**config.mk**
```make
export PLATFORM = sky130hd
export DESIGN_NAME = rwt_sample_unpack
export DESIGN_NICKNAME = d
export VERILOG_FILES = /design/src/rtl/rwt_sample_unpack.sv
export SDC_FILE = /design/constraint.sdc
export NUM_CORES = 1
export LEC_CHECK = 0
export BUFFER_PORTS_ARGS = -buffer_cell sky130_fd_sc_hd__buf_2
export CORE_MARGIN = 5
export CORE_UTILIZATION = 54
export CTS_CLUSTER_SIZE = 25
export DETAILED_ROUTE_END_ITERATION = 10
export PLACE_DENSITY = 0.95
export SLEW_MARGIN = 20
export SYNTH_ARGS = -nofsm -noshare
export SYNTH_HDL_FRONTEND = slang
export SYNTH_SLANG_ARGS = --single-unit
```
**constraint.sdc**
```tcl
create_clock -name clk -period 3.25 [get_ports clk]
set_input_delay 0.325 -clock clk [delete_from_list [all_inputs] [get_ports clk]]
set_output_delay 0.325 -clock clk [all_outputs]
set_load 0.1 [all_outputs]
```
**src/rtl/rwt_sample_unpack.sv**
```systemverilog
`default_nettype none
//==============================================================================
//  Module   : rwt_sample_unpack
//  Purpose  : Transmit-path inverse of the sample packer. Accepts 64-bit
//             beats holding two packed 32-bit samples (first in [63:32],
//             second in [31:0]) and re-spreads them onto the two-channel
//             slot layout (ch0 = [31:0], ch1 = [63:32]) according to the
//             channel enables captured when each beat is accepted.
//
//  Modes (captured per beat at input acceptance):
//             BOTH : both channels on  -> word passes through as one beat
//             ONE0 : ch0 only          -> two beats, samples in ch0 slot
//             ONE1 : ch1 only          -> two beats, samples in ch1 slot
//             NONE : no channel on     -> word accepted and discarded
//
//  Build option:
//             RWT_SAMPLE_UNPACK_DUP_EN  defined   : in single-channel modes
//                                                   the idle slot carries a
//                                                   copy of the live sample
//                                       undefined : idle slot is 32'd0
//
//  Parameters:
//             UWIDTH        width of the user sideband (passed through)
//
//  Ports:
//             clk           clock
//             aresetn       synchronous, active-low reset
//             enables       {ch1_q, ch1_i, ch0_q, ch0_i}
//             s_axi_*       packed input stream (valid/ready/data/user/last)
//             m_axi_*       slot-aligned output stream
//                           (valid/ready/data/enables/user/last)
//
//  Revision : 1.0  initial release
//==============================================================================

module rwt_sample_unpack #(
    parameter int UWIDTH = 1
) (
    input  logic              clk,
    input  logic              aresetn,
    input  logic [3:0]        enables,

    output logic              s_axi_ready,
    input  logic              s_axi_valid,
    input  logic [63:0]       s_axi_data,
    input  logic [UWIDTH-1:0] s_axi_user,
    input  logic              s_axi_last,

    input  logic              m_axi_ready,
    output logic              m_axi_valid,
    output logic [63:0]       m_axi_data,
    output logic [3:0]        m_axi_enables,
    output logic [UWIDTH-1:0] m_axi_user,
    output logic              m_axi_last
);

    //--------------------------------------------------------------------------
    // State encoding
    //   EMPTY : nothing held
    //   FULL  : BOTH-mode word held, emitted as a single beat
    //   HI    : single-channel word held, emitting its first sample ([63:32])
    //   LO    : single-channel word held, emitting its second sample ([31:0])
    //--------------------------------------------------------------------------
    typedef enum logic [1:0] {
        ST_EMPTY = 2'd0,
        ST_FULL  = 2'd1,
        ST_HI    = 2'd2,
        ST_LO    = 2'd3
    } state_t;

    state_t            state;
    state_t            state_nxt;
    state_t            accept_state;

    // Holding register
    logic [63:0]       held_data;
    logic [UWIDTH-1:0] held_user;
    logic              held_last;
    logic              held_ch1;      // single-channel target: 1 = ch1, 0 = ch0

    logic              ch0_on;
    logic              ch1_on;
    logic              accept;
    logic              load;
    logic              drain_ok;      // current beat is leaving this cycle and
                                      // the holding register frees up behind it

    logic [31:0]       live_sample;
    logic [31:0]       idle_slot;

    //--------------------------------------------------------------------------
    // Input-side handshake
    //--------------------------------------------------------------------------
    assign ch0_on = |enables[1:0];
    assign ch1_on = |enables[3:2];

    // HI never frees the register: the second half still has to go out.
    assign drain_ok = ((state == ST_FULL) || (state == ST_LO)) && m_axi_ready;

    // Ready depends only on state, downstream ready and reset -- never on
    // s_axi_valid -- so no combinational valid->ready loop can form upstream.
    assign s_axi_ready = aresetn && ((state == ST_EMPTY) || drain_ok);

    assign accept = s_axi_valid && s_axi_ready;

    // A NONE-mode word is consumed but never stored, so the held contents
    // only change for words that will actually produce output.
    assign load   = accept && (ch0_on || ch1_on);

    //--------------------------------------------------------------------------
    // Next state
    //--------------------------------------------------------------------------
    always_comb begin
        accept_state = ST_EMPTY;
        if (ch0_on && ch1_on) begin
            accept_state = ST_FULL;
        end else if (ch0_on || ch1_on) begin
            accept_state = ST_HI;
        end
    end

    always_comb begin
        state_nxt = state;
        case (state)
            ST_EMPTY: begin
                if (accept) begin
                    state_nxt = accept_state;
                end
            end
            ST_FULL, ST_LO: begin
                // Back-to-back reload when a new word is taken in the same
                // cycle the current beat drains.
                if (m_axi_ready) begin
                    state_nxt = accept ? accept_state : ST_EMPTY;
                end
            end
            ST_HI: begin
                if (m_axi_ready) begin
                    state_nxt = ST_LO;
                end
            end
            default: begin
                state_nxt = ST_EMPTY;
            end
        endcase
    end

    //--------------------------------------------------------------------------
    // State and holding register
    //--------------------------------------------------------------------------
    always_ff @(posedge clk) begin
        if (!aresetn) begin
            state <= ST_EMPTY;
        end else begin
            state <= state_nxt;
        end
    end

    always_ff @(posedge clk) begin
        if (!aresetn) begin
            held_data <= 64'd0;
            held_user <= '0;
            held_last <= 1'b0;
            held_ch1  <= 1'b0;
        end else if (load) begin
            held_data <= s_axi_data;
            held_user <= s_axi_user;
            held_last <= s_axi_last;
            // Only meaningful for single-channel words; ignored in FULL.
            held_ch1  <= ch1_on && !ch0_on;
        end
    end

    //--------------------------------------------------------------------------
    // Output decode
    //   Outputs are a pure function of the state and the holding register,
    //   so they stay stable while the beat is stalled by m_axi_ready.
    //--------------------------------------------------------------------------
    assign live_sample = (state == ST_LO) ? held_data[31:0] : held_data[63:32];

`ifdef RWT_SAMPLE_UNPACK_DUP_EN
    assign idle_slot = live_sample;
`else
    assign idle_slot = 32'd0;
`endif

    always_comb begin
        m_axi_valid   = 1'b0;
        m_axi_data    = 64'd0;
        m_axi_enables = 4'd0;
        m_axi_user    = '0;
        m_axi_last    = 1'b0;
        case (state)
            ST_FULL: begin
                m_axi_valid   = 1'b1;
                m_axi_data    = held_data;
                m_axi_enables = 4'b1111;
                m_axi_user    = held_user;
                m_axi_last    = held_last;
            end
            ST_HI, ST_LO: begin
                m_axi_valid = 1'b1;
                m_axi_user  = held_user;
                // End-of-packet belongs to the second half only.
                m_axi_last  = (state == ST_LO) && held_last;
                if (held_ch1) begin
                    m_axi_data    = {live_sample, idle_slot};
                    m_axi_enables = 4'b1100;
                end else begin
                    m_axi_data    = {idle_slot, live_sample};
                    m_axi_enables = 4'b0011;
                end
            end
            default: begin
                m_axi_valid = 1'b0;
            end
        endcase
    end

endmodule

`default_nettype wire

```
==> out/metrics.csv <==
metric,value,unit
num-fill-cells,434,
reg2reg_depth,5,
worstReg2RegEnd,held_data[63]$_SDFFE_PN0P_,
p_clk_frac,0.276,
ys_warn_count,0,
power.share.sequential,0.353,
crit_slowest_cell,a21o_1,
final_max_slew_viol_count,0,
netlist_area,3890,um^2
drive_gt1_frac,0.285,
grt.overflow.total,0,
antenna_found_initial,2,
ir_drop,345,uV
drtPass1Iterations,6,
clkTransAtPathRegs,0.08,ns
power_leakage,2.97,nW
place_worst_setup_slack,0.850,ns
crit_path_end_kind,primary output,
drt_iter0_markers,198,
synthTopCellsByArea,"dfxtp_1 36%, mux2i_1 20%, nand2_1 11%, inv_1 6.8%, a21boi_0 6.0%",
initial_core_util,0.545,
finalSetupTns,0,ns
p_sw_frac,0.396,
fmax,350,MHz
place_congestion,0.883,
synth_edf_count,0,
vias,4062,
instances_no_fill,720,
numClockSinks,69,
rsz0062_at_grt,false,
nNetsFinal,692,
grt_usage,0.290,
die_h,94.8,um
coreArea,7140,um^2
slowest_delay,0.72,ns
fin_crit_sh,0.879,
worstMarginPinSlew,0.930,ns
area_growth,49.9,%
port_buffers,145,
slew_headroom,0.380,
viasPerCell,5.64,
h-tree-depth,3,
hpwl,9.61,mm
timing.max_cap.violations,0,
hp-start,s_axi_data[33],
ctsRootBufferMaster,clkbuf_8,
pin_count,146,
synthFlopType,dfxtp_1,
cp.arrival,2.53,ns
worstSetupPathType,flip-flop to primary output,
yosysMostFrequentCell,nand2_1,
syn-mean-instance-area,7.95,um^2
cts_max_path_buffers,2,
synthCells,489,
whs_endpoint,held_data[33]$_SDFFE_PN0P_,
ant_nets,0,
hold_violations,0,
yosysSeqAreaShare,0.355,
critPathMaxFanout,22,
hold_class,input pin to flip-flop,
die_area,8990,um^2
dp.cells,703,
min_path_cells,3,
synth_top_area_frac,0.355,
crit_required,2.92,ns
grt_pass1_wl,20.4,mm
synth_nets,566,
post_cts.repair.setup_buffers,0,
final_area,5830,um^2
cts_resized,0,
ys_types,27,
ys_top_cells_by_count,"116 x nand2_1, 77 x mux2i_1, 70 x inv_1",
die_w,94.8,um
p_sw,1.12,mW
dpl-instance-area,5600,um^2
drc_errors,0,
status,"finished, final reports clean",
fin_crit,2.86,ns
skew,0.00749,ns
p_total,2.83,mW
setup_violations,0,
totalWireLength,13.0,mm
r2r_setup_slack,0.73,ns
pwr-share-comb,0.371,
synth_top_area_cell,dfxtp_1,
p_int,1.71,mW
worst_slack,0.395,ns
cts_hold_buf,0,
row_count,31,
setup.worst_path.start_class,flip-flop,
ys_ff_latch,69,
routedWlPerCell,18.0,um
numCtsBuffers,9,
grt_max_degree,39,
grt_pass1_vias,4270,
synthArstFlopShare,0,
power.density,486,nW/um^2
worstSkewPairLatency,0.34,ns
cts_tree,done,
crit_path_cell_trace,nor2b_1 -> buf_4 -> a21o_1 -> o2bb2ai_1 -> buf_12,
-- power by group through the flow --
stage	logic (mW)	clock network, mW	registers [mW]
2_1_floorplan	0.715	0	0.986
3_3_place_gp	1.01	0	1.01
3_5_place_dp	1.04	0	1.02
4_1_cts	1.05	0.788	0.996
5_1_grt	1.09	0.832	1.01
6_report	1.05	0.781	1.00
-- layout by cell type (no fill, tap or decap), types with 2 or more instances in the layout --
cell type   synthesis  layout
clkbuf_8            0       9
ha_1                3       3
a21boi_0           31      30
nand3b_1            2       2
clkinv_4            0       2
and2_1              2       2
nand3_1             3       3
dfxtp_1            69      68
mux2i_1            77      77
or2_2               2       2
buf_2               8      81
o22ai_1            30      30
o2bb2ai_1          22      22
bufinv_16           0       2
buf_4               2       9
inv_1              70      70
buf_12              0      65
o21ai_1             0      11
nand2_1           116     116
clkinvlp_4          0       3
-- per-stage QoR --
| step | utilization | hold slack [ns] |
|---|---|---|
| after global routing | 0.816 | 0.208 |
| after detailed placement | 0.785 | 0.453 |
| after CTS | 0.816 | 0.202 |
| final | 0.816 | 0.208 |
| after global placement | 0.785 | 0.440 |
| after floorplan | - | 0.433 |
-- metal layers --
layer | part of all wire | vias to the layer above | global-route usage
met1 | 0.37 | 1871 | 0.316
li1 | - | 1873 | -
met5 | 0.0010 | - | 0
met2 | 0.50 | 259 | 0.494
met4 | 0.041 | 2 | 0.177
met3 | 0.094 | 57 | 0.0853
-- logic make-up (layout without fill, tap and decap cells) --
logic type,Yosys count,count (layout),synth area share
DFF,69,69,0.355
adders and majority gates,3,3,0.00966
muxes,77,77,0.198
and+or+nand+nor,130,130,0.135
other,0,1,0
buffers and inverters,110,241,0.118
AOI/OAI and AO/OA,100,100,0.183
-- critical path, delay by kind of cell, from the launching register on --
kind / cells / cell delay, ns
simple gates: 1 / 0.22
buf+inv: 2 / 0.42
compound gates: 2 / 0.99
flops: 1 / 0.54
-- registers in the layout, indices dropped and copies added, names as in the netlist, named ones only --
signal,flops
held_user,1
state,1
held_ch1,1
held_data,64
held_last,1
-- area by class of cell --
type                            count  area [um^2]  area share
Multi-Input combinational cell    310         2060       0.353
Sequential cell                    69         1380       0.237
Antenna cell                        1         2.50    0.000430
Tap cell                           99          124      0.0213
Inverter                           70          263      0.0451
Clock inverter                      7          100      0.0172
Clock buffer                        9          124      0.0213
Timing Repair Buffer              155         1770       0.305
-- worst max-delay path by stage --
| stage | from | slack, ns | end |
|---|---|---|---|
| final | state[0]$_SDFFE_PN0P_ | 0.39 | m_axi_data[52] |
| after global placement | state[0]$_SDFFE_PN0P_ | 0.97 | m_axi_data[53] |
| after CTS | state[0]$_SDFFE_PN0P_ | 0.46 | m_axi_data[45] |
| after detailed placement | state[0]$_SDFFE_PN0P_ | 0.85 | m_axi_data[45] |
| after floorplan | state[0]$_SDFFE_PN0P_ | 0.26 | m_axi_data[10] |
| after global routing | state[0]$_SDFFE_PN0P_ | 0.31 | m_axi_data[45] |
(Power assumes the default switching activity.)
